[src/rtl/cpu_control_fsm.sv]
// Multi-cycle control FSM for the lab CPU: registered decode, PC stall, mult sequencing,
// data-memory busywait tracking with timeout, and illegal-opcode trapping.
module cpu_control_fsm #(
    parameter int OPCODE_LSB      = 24,
    parameter int MULT_CYCLES     = 2,
    parameter int TIMEOUT_CYCLES  = 64,
    parameter bit TRAP_ON_ILLEGAL = 1'b1
) (
    input  logic        CLK,
    input  logic        RESET,
    input  logic        INSTR_VALID,
    input  logic [31:0] INSTRUCTION,
    input  logic        DMEM_BUSYWAIT,
    output logic [2:0]  ALUOP,
    output logic        MUX_2SCMPL,
    output logic        MUX_IMMD,
    output logic        REG_WRITE_EN,
    output logic        BEQ_EN,
    output logic        BNE_EN,
    output logic        JUMP_EN,
    output logic        SHIFT_EN,
    output logic [1:0]  SHIFTOP,
    output logic        MEM_READ,
    output logic        MEM_WRITE,
    output logic        MUX_MEMORY,
    output logic        PC_EN,
    output logic        ILLEGAL,
    output logic        TIMEOUT_ERR
);

    localparam int MAX_CNT = (MULT_CYCLES > TIMEOUT_CYCLES) ? MULT_CYCLES : TIMEOUT_CYCLES;
    localparam int CNT_W   = $clog2(MAX_CNT + 1);
    localparam logic [CNT_W-1:0] CNT_ONE   = CNT_W'(1);
    localparam logic [CNT_W-1:0] MULT_LAST = CNT_W'(MULT_CYCLES);
    localparam logic [CNT_W-1:0] TMO_LAST  = CNT_W'(TIMEOUT_CYCLES);

    typedef enum logic [1:0] {S_IDLE, S_EXEC, S_MEM, S_TRAP} state_t;

    typedef struct packed {
        logic [2:0] aluop;
        logic       mux_2scmpl;
        logic       mux_immd;
        logic       reg_write;
        logic       beq;
        logic       bne;
        logic       jump;
        logic       shift_en;
        logic [1:0] shiftop;
        logic       mem_read;
        logic       mem_write;
        logic       is_mult;
        logic       illegal;
    } decode_t;

    function automatic decode_t decode_op(input logic [7:0] op);
        decode_t d;
        d = '0;
        case (op)
            8'h00: begin d.mux_immd = 1'b1; d.reg_write = 1'b1; end
            8'h01: d.reg_write = 1'b1;
            8'h02: begin d.aluop = 3'b001; d.reg_write = 1'b1; end
            8'h03: begin d.aluop = 3'b001; d.mux_2scmpl = 1'b1; d.reg_write = 1'b1; end
            8'h04: begin d.aluop = 3'b010; d.reg_write = 1'b1; end
            8'h05: begin d.aluop = 3'b011; d.reg_write = 1'b1; end
            8'h06: begin d.aluop = 3'b111; d.jump = 1'b1; end
            8'h07: begin d.aluop = 3'b001; d.mux_2scmpl = 1'b1; d.beq = 1'b1; end
            8'h08: begin d.mem_read = 1'b1; d.reg_write = 1'b1; end
            8'h09: begin d.mux_immd = 1'b1; d.mem_read = 1'b1; d.reg_write = 1'b1; end
            8'h0A: d.mem_write = 1'b1;
            8'h0B: begin d.mux_immd = 1'b1; d.mem_write = 1'b1; end
            8'h0C: begin d.aluop = 3'b100; d.reg_write = 1'b1; d.is_mult = 1'b1; end
            8'h0D: begin
                d.aluop = 3'b101; d.mux_immd = 1'b1; d.reg_write = 1'b1;
                d.shift_en = 1'b1; d.shiftop = 2'b11;
            end
            8'h0E: begin
                d.aluop = 3'b101; d.mux_immd = 1'b1; d.reg_write = 1'b1;
                d.shift_en = 1'b1; d.shiftop = 2'b00;
            end
            8'h0F: begin
                d.aluop = 3'b110; d.mux_immd = 1'b1; d.reg_write = 1'b1;
                d.shift_en = 1'b1; d.shiftop = 2'b01;
            end
            8'h10: begin
                d.aluop = 3'b110; d.mux_immd = 1'b1; d.reg_write = 1'b1;
                d.shift_en = 1'b1; d.shiftop = 2'b10;
            end
            8'h11: begin d.aluop = 3'b111; d.mux_2scmpl = 1'b1; d.bne = 1'b1; end
            default: d.illegal = 1'b1;
        endcase
        return d;
    endfunction

    state_t           state_q, state_d;
    decode_t          dec_q, op_dec;
    logic [CNT_W-1:0] cnt_q, cnt_d;
    logic             illegal_q, timeout_q;
    logic             capture, set_illegal, set_timeout, illegal_pulse;
    logic             instr_unused;

    assign op_dec       = decode_op(INSTRUCTION[OPCODE_LSB +: 8]);
    assign instr_unused = ^INSTRUCTION;

    always_comb begin
        state_d       = state_q;
        cnt_d         = cnt_q;
        capture       = 1'b0;
        set_illegal   = 1'b0;
        set_timeout   = 1'b0;
        illegal_pulse = 1'b0;
        REG_WRITE_EN  = 1'b0;
        PC_EN         = 1'b0;
        BEQ_EN        = 1'b0;
        BNE_EN        = 1'b0;
        JUMP_EN       = 1'b0;
        MEM_READ      = 1'b0;
        MEM_WRITE     = 1'b0;
        case (state_q)
            S_IDLE: begin
                if (INSTR_VALID) begin
                    capture = 1'b1;
                    cnt_d   = CNT_ONE;
                    if (op_dec.illegal && TRAP_ON_ILLEGAL) begin
                        state_d     = S_TRAP;
                        set_illegal = 1'b1;
                    end else if (op_dec.mem_read || op_dec.mem_write) begin
                        state_d = S_MEM;
                    end else begin
                        state_d = S_EXEC;
                    end
                end
            end
            S_EXEC: begin
                if (!dec_q.is_mult || cnt_q == MULT_LAST) begin
                    PC_EN         = 1'b1;
                    REG_WRITE_EN  = dec_q.reg_write;
                    BEQ_EN        = dec_q.beq;
                    BNE_EN        = dec_q.bne;
                    JUMP_EN       = dec_q.jump;
                    illegal_pulse = dec_q.illegal;
                    state_d       = S_IDLE;
                    cnt_d         = '0;
                end else begin
                    cnt_d = cnt_q + CNT_ONE;
                end
            end
            S_MEM: begin
                MEM_READ  = dec_q.mem_read;
                MEM_WRITE = dec_q.mem_write;
                // The first MEM cycle never completes; completion wins over timeout.
                if (!DMEM_BUSYWAIT && cnt_q != CNT_ONE) begin
                    PC_EN        = 1'b1;
                    REG_WRITE_EN = dec_q.reg_write;
                    state_d      = S_IDLE;
                    cnt_d        = '0;
                end else if (DMEM_BUSYWAIT && cnt_q == TMO_LAST) begin
                    state_d     = S_TRAP;
                    set_timeout = 1'b1;
                end else begin
                    cnt_d = cnt_q + CNT_ONE;
                end
            end
            S_TRAP: ;
            default: state_d = S_IDLE;
        endcase
    end

    always_ff @(posedge CLK or negedge RESET) begin
        if (!RESET) begin
            state_q   <= S_IDLE;
            dec_q     <= '0;
            cnt_q     <= '0;
            illegal_q <= 1'b0;
            timeout_q <= 1'b0;
        end else begin
            state_q <= state_d;
            cnt_q   <= cnt_d;
            if (capture)     dec_q     <= op_dec;
            if (set_illegal) illegal_q <= 1'b1;
            if (set_timeout) timeout_q <= 1'b1;
        end
    end

    assign ALUOP       = dec_q.aluop;
    assign MUX_2SCMPL  = dec_q.mux_2scmpl;
    assign MUX_IMMD    = dec_q.mux_immd;
    assign SHIFT_EN    = dec_q.shift_en;
    assign SHIFTOP     = dec_q.shiftop;
    assign MUX_MEMORY  = dec_q.mem_read;
    assign ILLEGAL     = illegal_q | illegal_pulse;
    assign TIMEOUT_ERR = timeout_q;

endmodule

[config.mk]
export PLATFORM = sky130hd
export DESIGN_NAME = cpu_control_fsm
export DESIGN_NICKNAME = d
export VERILOG_FILES = /design/src/rtl/cpu_control_fsm.sv
export SDC_FILE = /design/constraint.sdc
export NUM_CORES = 1
export LEC_CHECK = 0
export CAP_MARGIN = 15
export CELL_PAD_IN_SITES_DETAIL_PLACEMENT = 1
export CELL_PAD_IN_SITES_GLOBAL_PLACEMENT = 2
export CORE_ASPECT_RATIO = 0.7
export CORE_MARGIN = 8
export CORE_UTILIZATION = 27
export DETAILED_ROUTE_END_ITERATION = 12
export PLACE_DENSITY_LB_ADDON = 0.1
export SYNTH_ARGS = -nofsm -noshare
export SYNTH_HDL_FRONTEND = slang
export SYNTH_SLANG_ARGS = --single-unit
[constraint.sdc]
create_clock -name CLK -period 2.3 [get_ports CLK]
set_input_delay 0.345 -clock CLK [delete_from_list [all_inputs] [get_ports CLK]]
set_output_delay 0.345 -clock CLK [all_outputs]
set_load 0.05 [all_outputs]
==> implementation parameters <==
Parameter                              Value

Status
  Status ... complete, no violations

Clock tree
  Maximum clock path buffer count ... 2
  H-Tree Depth ... 1
  Insertion delay of the later-clocked pin in the worst-skew pair ... approximately 270 ps
  Worst-path clk slew ... approximately 110 ps
  CTS tree ... yes
  Clock tree root driver cell ... sky130_fd_sc_hd__clkbuf_8
  Inserted Clock Buffers ... 3
  Sink count of the clock tree ... 27

Synth
  Netlist area before placement ... ~1700 um^2
  Number of nets produced by synthesis ... about 240
  Mean cell area of the mapped netlist ... just under 9 um^2
  Sequential element share of the synthesized area ... 0.394
  Combinational family with the most area after synthesis ... compound AO/OA/AOI/OAI gates
  Mux share of post-synthesis cell area ... 0.0117
  Synthesized-area fraction occupied by adder cells ... 0.0583
  Post-synthesis register bit count ... 27
  Yosys warns ... 0
  Count of cell types in the netlist ... between 40 and 50
  Top-area cell type share of the netlist area ... 0.394
  Biggest area contributors in the synthesized netlist ... sky130_fd_sc_hd__dfrtp_1 39%, sky130_fd_sc_hd__ha_1 5.8%, sky130_fd_sc_hd__o21ai_0 4.7%
  Post-synthesis compound-gate area fraction ... 0.254
  Share of the synthesized netlist area taken by xor and xnor gates ... 0.00510
  Library cell occupying the most area in the post-synthesis netlist ... sky130_fd_sc_hd__dfrtp_1
  Share of synthesized flip-flops with an asynchronous set or reset ... 1.00
  Post-synthesis cell count ... 193
  Post-synth EDFFs ... 0
  Post-synthesis share of cell area spent on and, or, nand and nor gates ... 0.214
  Top flip-flop cell by instance count after synthesis ... sky130_fd_sc_hd__dfrtp_1

Layout
  Final design instance area without fill ... roughly 2300 um^2
  Number of antenna diodes ... 0
  Area occupied by multi-input gates ... around 990 um^2
  Commonest non-fill, non-tap cell in the layout ... sky130_fd_sc_hd__dfrtp_1
  Ratio of cells with drive above 1 in the final layout ... 0.211
  Count of fill cells added during filler insertion ... 718
  Register cell area after layout ... a little under 700 um^2
  Core Util, Final ... 0.375
  Leading cell types in the layout, fill and taps excluded ... 27 x sky130_fd_sc_hd__dfrtp_1, 21 x sky130_fd_sc_hd__clkdlybuf4s50_1, 19 x sky130_fd_sc_hd__nand2_1
  Synthesis-to-finish area growth ... 35.1%
  Final net count ... between 200 and 300

STA
  Final setup violating endpoints ... 0
  Clock tree skew after final layout ... 10.2 ps
  Final hold viol count ... 0
  Slew HR ... 0.597
  Count of pins over their slew limit ... 0
  Top achievable clock speed ... 435 MHz
  Worst-margin pin slew ... 601 ps
  WHS ... about 450 ps
  Shortest clock period the worst path allows after layout ... 2300 ps
  RSZ-0062 raised after global routing ... true
  Post-route clock period utilization ... 1.00

Pwr
  Total power per unit cell area ... between 800 and 900 nW/um^2
  Fraction of power spent switching nets ... 0.428
  Internal power ... roughly 1.1 mW
  Switch Pwr ... a little over 0.8 mW
  Tot Pwr ... approximately 1.9 mW
  Power share of the combinational group ... 0.528
  VDD IR-drop max ... ~380 uV
  Clk pwr share ... 0.148
  Leakage dissipation ... roughly 0.97 nW
  Share of total power in sequential cells ... 0.324

Die
  Number of core rows ... 24
  Floorplan core area ... approximately 6200 um^2
  Starting Density ... 0.278
  Die X ... between 100 and 150 um
  Number of I/O pins ... 54
  Area of the die ... a little over 9000 um^2
  Die height ... between 80 and 90 um

Global route
  Number of global-route vias before repair ... between 1500 and 2000
  Total GRT Usage ... 0.120
  Global-route wire length before repair ... 9050 um
  Maximum number of pins on one net before global-route repair ... 28
  Antenna violations before repair ... 0
  Overflow left after global routing ... 0

Placed design
  Last weighted congestion value of the routability-driven placer ... 0.871
  Placed standard-cell area ... about 2200 um^2
  Detailed placer's ending HPWL ... roughly 4000 um
  I/O Buffers ... 29

Route
  Mean number of vias per cell ... approximately 5.1
  Total iterations of the first detailed-routing run ... 4
  Initial detailed-routing violation count ... 53
  Total via count in the routed design ... between 1500 and 2000
  Final wirelength ... 5380 um
  Routed len/inst ... around 18 um
  DRT antenna net count ... 0
  DRC violations left ... 0

Worst setup path
  Reg-to-Reg End ... state_q[1]
  Number of cells traversed by the worst register-to-register path ... 6
  Sort of element at the start of the critical path ... register
  CP Data Required Time ... around 2000 ps
  Critical path fanouts, max ... 4
  FF-to-FF Start ... cnt_q[3]
  R2R setup slack ... roughly 100 ps
  Crit path capture type ... output pin
  Data arrival, critical path ... ~2000 ps
  Type of the worst setup path ... reg -> out

Worst hold path
  Worst min-delay path category ... in -> async

Flow run
  Number of maximum-capacitance violations ... 0
worst max path at each step:
stage                   endpoint  startpoint  slack, ps
CTS                 REG_WRITE_EN    cnt_q[3]        0.5
finish              REG_WRITE_EN    cnt_q[3]        0.8
detailed placement      cnt_q[5]    cnt_q[2]         -7
floorplan                  PC_EN    cnt_q[3]         20
global route        REG_WRITE_EN    cnt_q[3]        -60
global placement        cnt_q[5]    cnt_q[2]         10
final cells by class:
class / instances / area share
inverters: 6 / 0.00971
multi-input cells: 143 / 0.426
well taps: 78 / 0.0421
clock buffers: 3 / 0.0178
repair buffers: 47 / 0.210
clock inverters: 1 / 0.00216
flip-flops and latches: 27 / 0.291
stage by stage:
| step | setup TNS (ps) | setup WS, ps | instances |
|---|---|---|---|
| finish | 0 | 0.770 | 305 |
| global route | -93.1 | -57.6 | 305 |
| CTS | 0 | 0.534 | 305 |
| global placement | 0 | 10.1 | 299 |
| detailed placement | -7.02 | -7.02 | 299 |
| floorplan | 0 | 19.0 | 193 |
synth_stat cells, drive strengths merged (2+ instances only):
master   instances
nor2             6
o41ai            2
nor2b            5
o21ai           16
inv              6
o2bb2ai          6
clkbuf          11
ha               8
and3             3
mux2i            2
o31ai            6
dfrtp           27
nor3             4
a31oi            5
or3              3
nand3            6
a21oi            8
nand2           20
or4              2
a21o             3
o21a             5
nor3b            3
a22o             4
o211ai           2
and2             5
o22ai            2
buf              6
nand2b           6
critical path, cell delays in order, from the launching register on:
cell	delay [ps]
sky130_fd_sc_hd__dfrtp_1	390
sky130_fd_sc_hd__or4_4	590
sky130_fd_sc_hd__buf_4	170
sky130_fd_sc_hd__o211ai_1	270
sky130_fd_sc_hd__nor2_2	100
sky130_fd_sc_hd__buf_12	160
per-layer routing:
metal	vias to the layer above	GRT usage	part of all wire	wire, um
li1	765	-	-	-
met1	772	0.168	0.53	2850
met2	27	0.190	0.43	2330
met3	2	0.0274	0.033	178
met4	0	0.0159	0.0047	25
met5	-	0	0	0
repair_timing:
action | CTS | global route
pin swaps | 5 | 1
setup endpoints to repair | 12 | 8
hold buffers | 0 | 0
buffers inserted | 2 | 0
gates resized for setup | 12 | 6
kinds of logic (layout without fill, tap and decap cells):
logic type,after synthesis,in the layout
DFF,27,27
AOI/OAI and AO/OA,64,64
buffers and inverters,23,57
and+or+nand+nor,68,68
xor gates and xnor gates,1,1
adders and majority gates,8,8
muxes,2,2
state kept, by name, summed over array words and instances, names as in the netlist:
| signal | cells |
|---|---|
| ALUOP | 3 |
| MUX_2SCMPL | 1 |
| MUX_IMMD | 1 |
| MUX_MEMORY | 1 |
| SHIFTOP | 2 |
| SHIFT_EN | 1 |
| TIMEOUT_ERR | 1 |
| cnt_q | 7 |
| dec_q | 7 |
| illegal_q | 1 |
| state_q | 2 |
power by group through the flow:
stage | clock network, mW | registers, mW | logic [mW]
3_3_place_gp | 0 | 0.614 | 0.934
2_1_floorplan | 0 | 0.620 | 0.577
4_1_cts | 0.301 | 0.612 | 0.991
5_1_grt | 0.316 | 0.625 | 1.10
3_5_place_dp | 0 | 0.620 | 0.956
6_report | 0.280 | 0.612 | 0.997
Note: power is estimated with default switching activity, not from simulation.
==> edit, RTL diff (config.mk and constraints unchanged) <==
The parameter `TRAP_ON_ILLEGAL` goes from 1'b1 to 1'b0.
--- a/src/rtl/cpu_control_fsm.sv
+++ b/src/rtl/cpu_control_fsm.sv
@@ -4,7 +4,7 @@
     parameter int OPCODE_LSB      = 24,
     parameter int MULT_CYCLES     = 2,
     parameter int TIMEOUT_CYCLES  = 64,
-    parameter bit TRAP_ON_ILLEGAL = 1'b1
+    parameter bit TRAP_ON_ILLEGAL = 1'b0
 ) (
     input  logic        CLK,
     input  logic        RESET,
Behaviour: not the same (a bounded check fails within 4 cycles, from zero or initial values and one cycle with RESET low).
==> edit against the original RTL <==
- setup slack better by 93 ps
- power shrank 19%
- cell area decreased by 6.4%
- die area down 3.0%
- sequential cell count is 1 lower
- routed wire length decreased by 7.1%
- count of clock-buffer cells in the layout unchanged
- via count is 6.8% lower
- synthesized area fell by 3.6%
- fmax grew 4.2%
- combinational power decreased by 37%
- critical path type unchanged
- critical endpoint unchanged
==> edit: results (changes against the original RTL) <==
[run_status]
status=finished, final reports clean  ; unchanged

[place]
dp_hpwl_um=3884  ; was 4023 µm
port_buffers=29  ; unchanged
place.gp.congestion=0.7921  ; was 0.8709

[synthesis]
synth_cell_types=40  ; was 43
syn_nets=230  ; was 237
yosysSeqAreaShare=0.3930  ; was 0.3936
synth-warning-count=0  ; unchanged
synth_flop_cell=dfrtp_1  ; unchanged
synth_area_leaders=dfrtp_1 (39%), ha_1 (6.0%), nand2_1 (5.2%)  ; was dfrtp_1 (39%), ha_1 (5.8%), o21ai_0 (4.7%)
async_reset_ff_frac=1.000  ; unchanged
synth_top_cells_by_count=dfrtp_1 (26), nand2_1 (23), a21oi_1 (11)  ; was dfrtp_1 (27), nand2_1 (20), o21ai_0 (16)

[clock_tree]
clock_path_buffers=2  ; unchanged
path_clk_slew_ps=100
clock_latency_ps=280
cts_root_buf=clkbuf_8  ; unchanged
ctsHtreeMaxLevel=1  ; unchanged
cts_inserted_buffers=3  ; unchanged

[timing]
finClkSkew_ps=7.214  ; was 10.16 ps
worstMarginPinSlew_ps=515.8  ; was 600.6 ps

[drt]
drt_iter0_markers=40  ; was 53
dr.pass1.iters=4  ; unchanged
wl_per_cell_um=17.04  ; was 17.63 µm
num_vias=1460  ; was 1566

[flow_run]
drv_cap=0  ; unchanged

[global_route]
antenna_found_initial=0  ; unchanged
grt_max_degree=27  ; was 28
gr-usage-all-layers=0.1156  ; was 0.1202
grt_pass1_wl_um=8155  ; was 9052 µm

[worst_setup_path]
worst-path-max-fanout=6  ; was 4
cpLargestDelayFamily=compound AO/OA/AOI/OAI gates  ; was simple AND/OR/NAND/NOR gates
worstPathArrival_ps=1860  ; was 1950 ps
crit_slowest_cell=dfrtp_1  ; was or4_4
slowest_delay_ps=470  ; was 590 ps

[final_layout]
diodes=0  ; unchanged
drive_above_1_share=0.1256  ; was 0.2115
nets=260  ; was 272

[power_and_ir_drop]
vdd_drop_max_mv=0.5240  ; was 0.3832 mV
p_leak_nw=0.9384  ; was 0.9697 nW

[worst_hold_path]
hp-class=primary input to asynchronous set/reset pin  ; unchanged

-- edit: cell types whose count changed after synthesis, sizes merged, moves of 3 or more --
cell,change
clkbuf,-5
o21ai,-5
inv,+4
a21oi,+3
a31oi,+3
mux2i,+3
nand2,+3
nor3b,-3
o21a,-3
o31ai,-3
-- edit: cells by family after synthesis --
kind of cell / synth area share
xor gates and xnor gates: 0.01058
AOI/OAI and AO/OA: 0.2328
adders and majority gates: 0.06047
buffers and inverters: 0.06274
muxes: 0.03024
DFF: 0.3930
and+or+nand+nor: 0.2101
-- edit: what timing repair did --
| item | CTS | global route |
|---|---|---|
| endpoints found under the setup margin | 0 | 2 |
| setup buffers | 0 | 0 |
| gates resized for setup | 0 | 2 |
-- edit: worst paths after layout --
kind	from	end	slack, ps	cells after the start
min in group CLK	TIMEOUT_ERR	TIMEOUT_ERR	470	1
worst max-delay path	cnt_q[3]	REG_WRITE_EN	90	5
worst min register to register	TIMEOUT_ERR	TIMEOUT_ERR	470	1
worst max register to register	cnt_q[3]	cnt_q[1]	430	5
max in group asynchronous	RESET	dec_q[0]	1590	2
worst min-delay path	RESET	dec_q[8]	440	2
-- edit: per-stage QoR --
step                      std cells  area, µm²  worst slack, ps
after detailed placement        289       2092            235.3
after global placement          289       2092            270.6
after CTS                       293       2163            23.22
after global routing            293       2171            15.34
after floorplan                 186       1655            53.27
final                           293       2171            93.88
-- edit: layout make-up --
class / instances / area (µm²)
clock buffer: 3 / 41.29
clock inverter: 1 / 30.03
fill: 710 / 3895
inverter: 10 / 37.54
multi-input combinational: 138 / 908.4
sequential: 26 / 650.6
tap: 78 / 97.59
timing repair buffer: 37 / 405.4
-- edit: routing by layer --
layer	share of wire	vias up	GRT usage	routed length [µm]
li1	-	724	-	-
met1	0.54	715	0.1718	2711
met2	0.42	19	0.1687	2083
met3	0.037	2	0.02821	186
met4	0.0026	0	0.01208	13
met5	0	-	0	0
-- edit: power breakdown --
group          internal, W  switching, W  total (W)
Combinational     0.000249      0.000377   0.000626
Sequential        0.000491     0.0000312   0.000522
Clock             0.000233      0.000152   0.000385
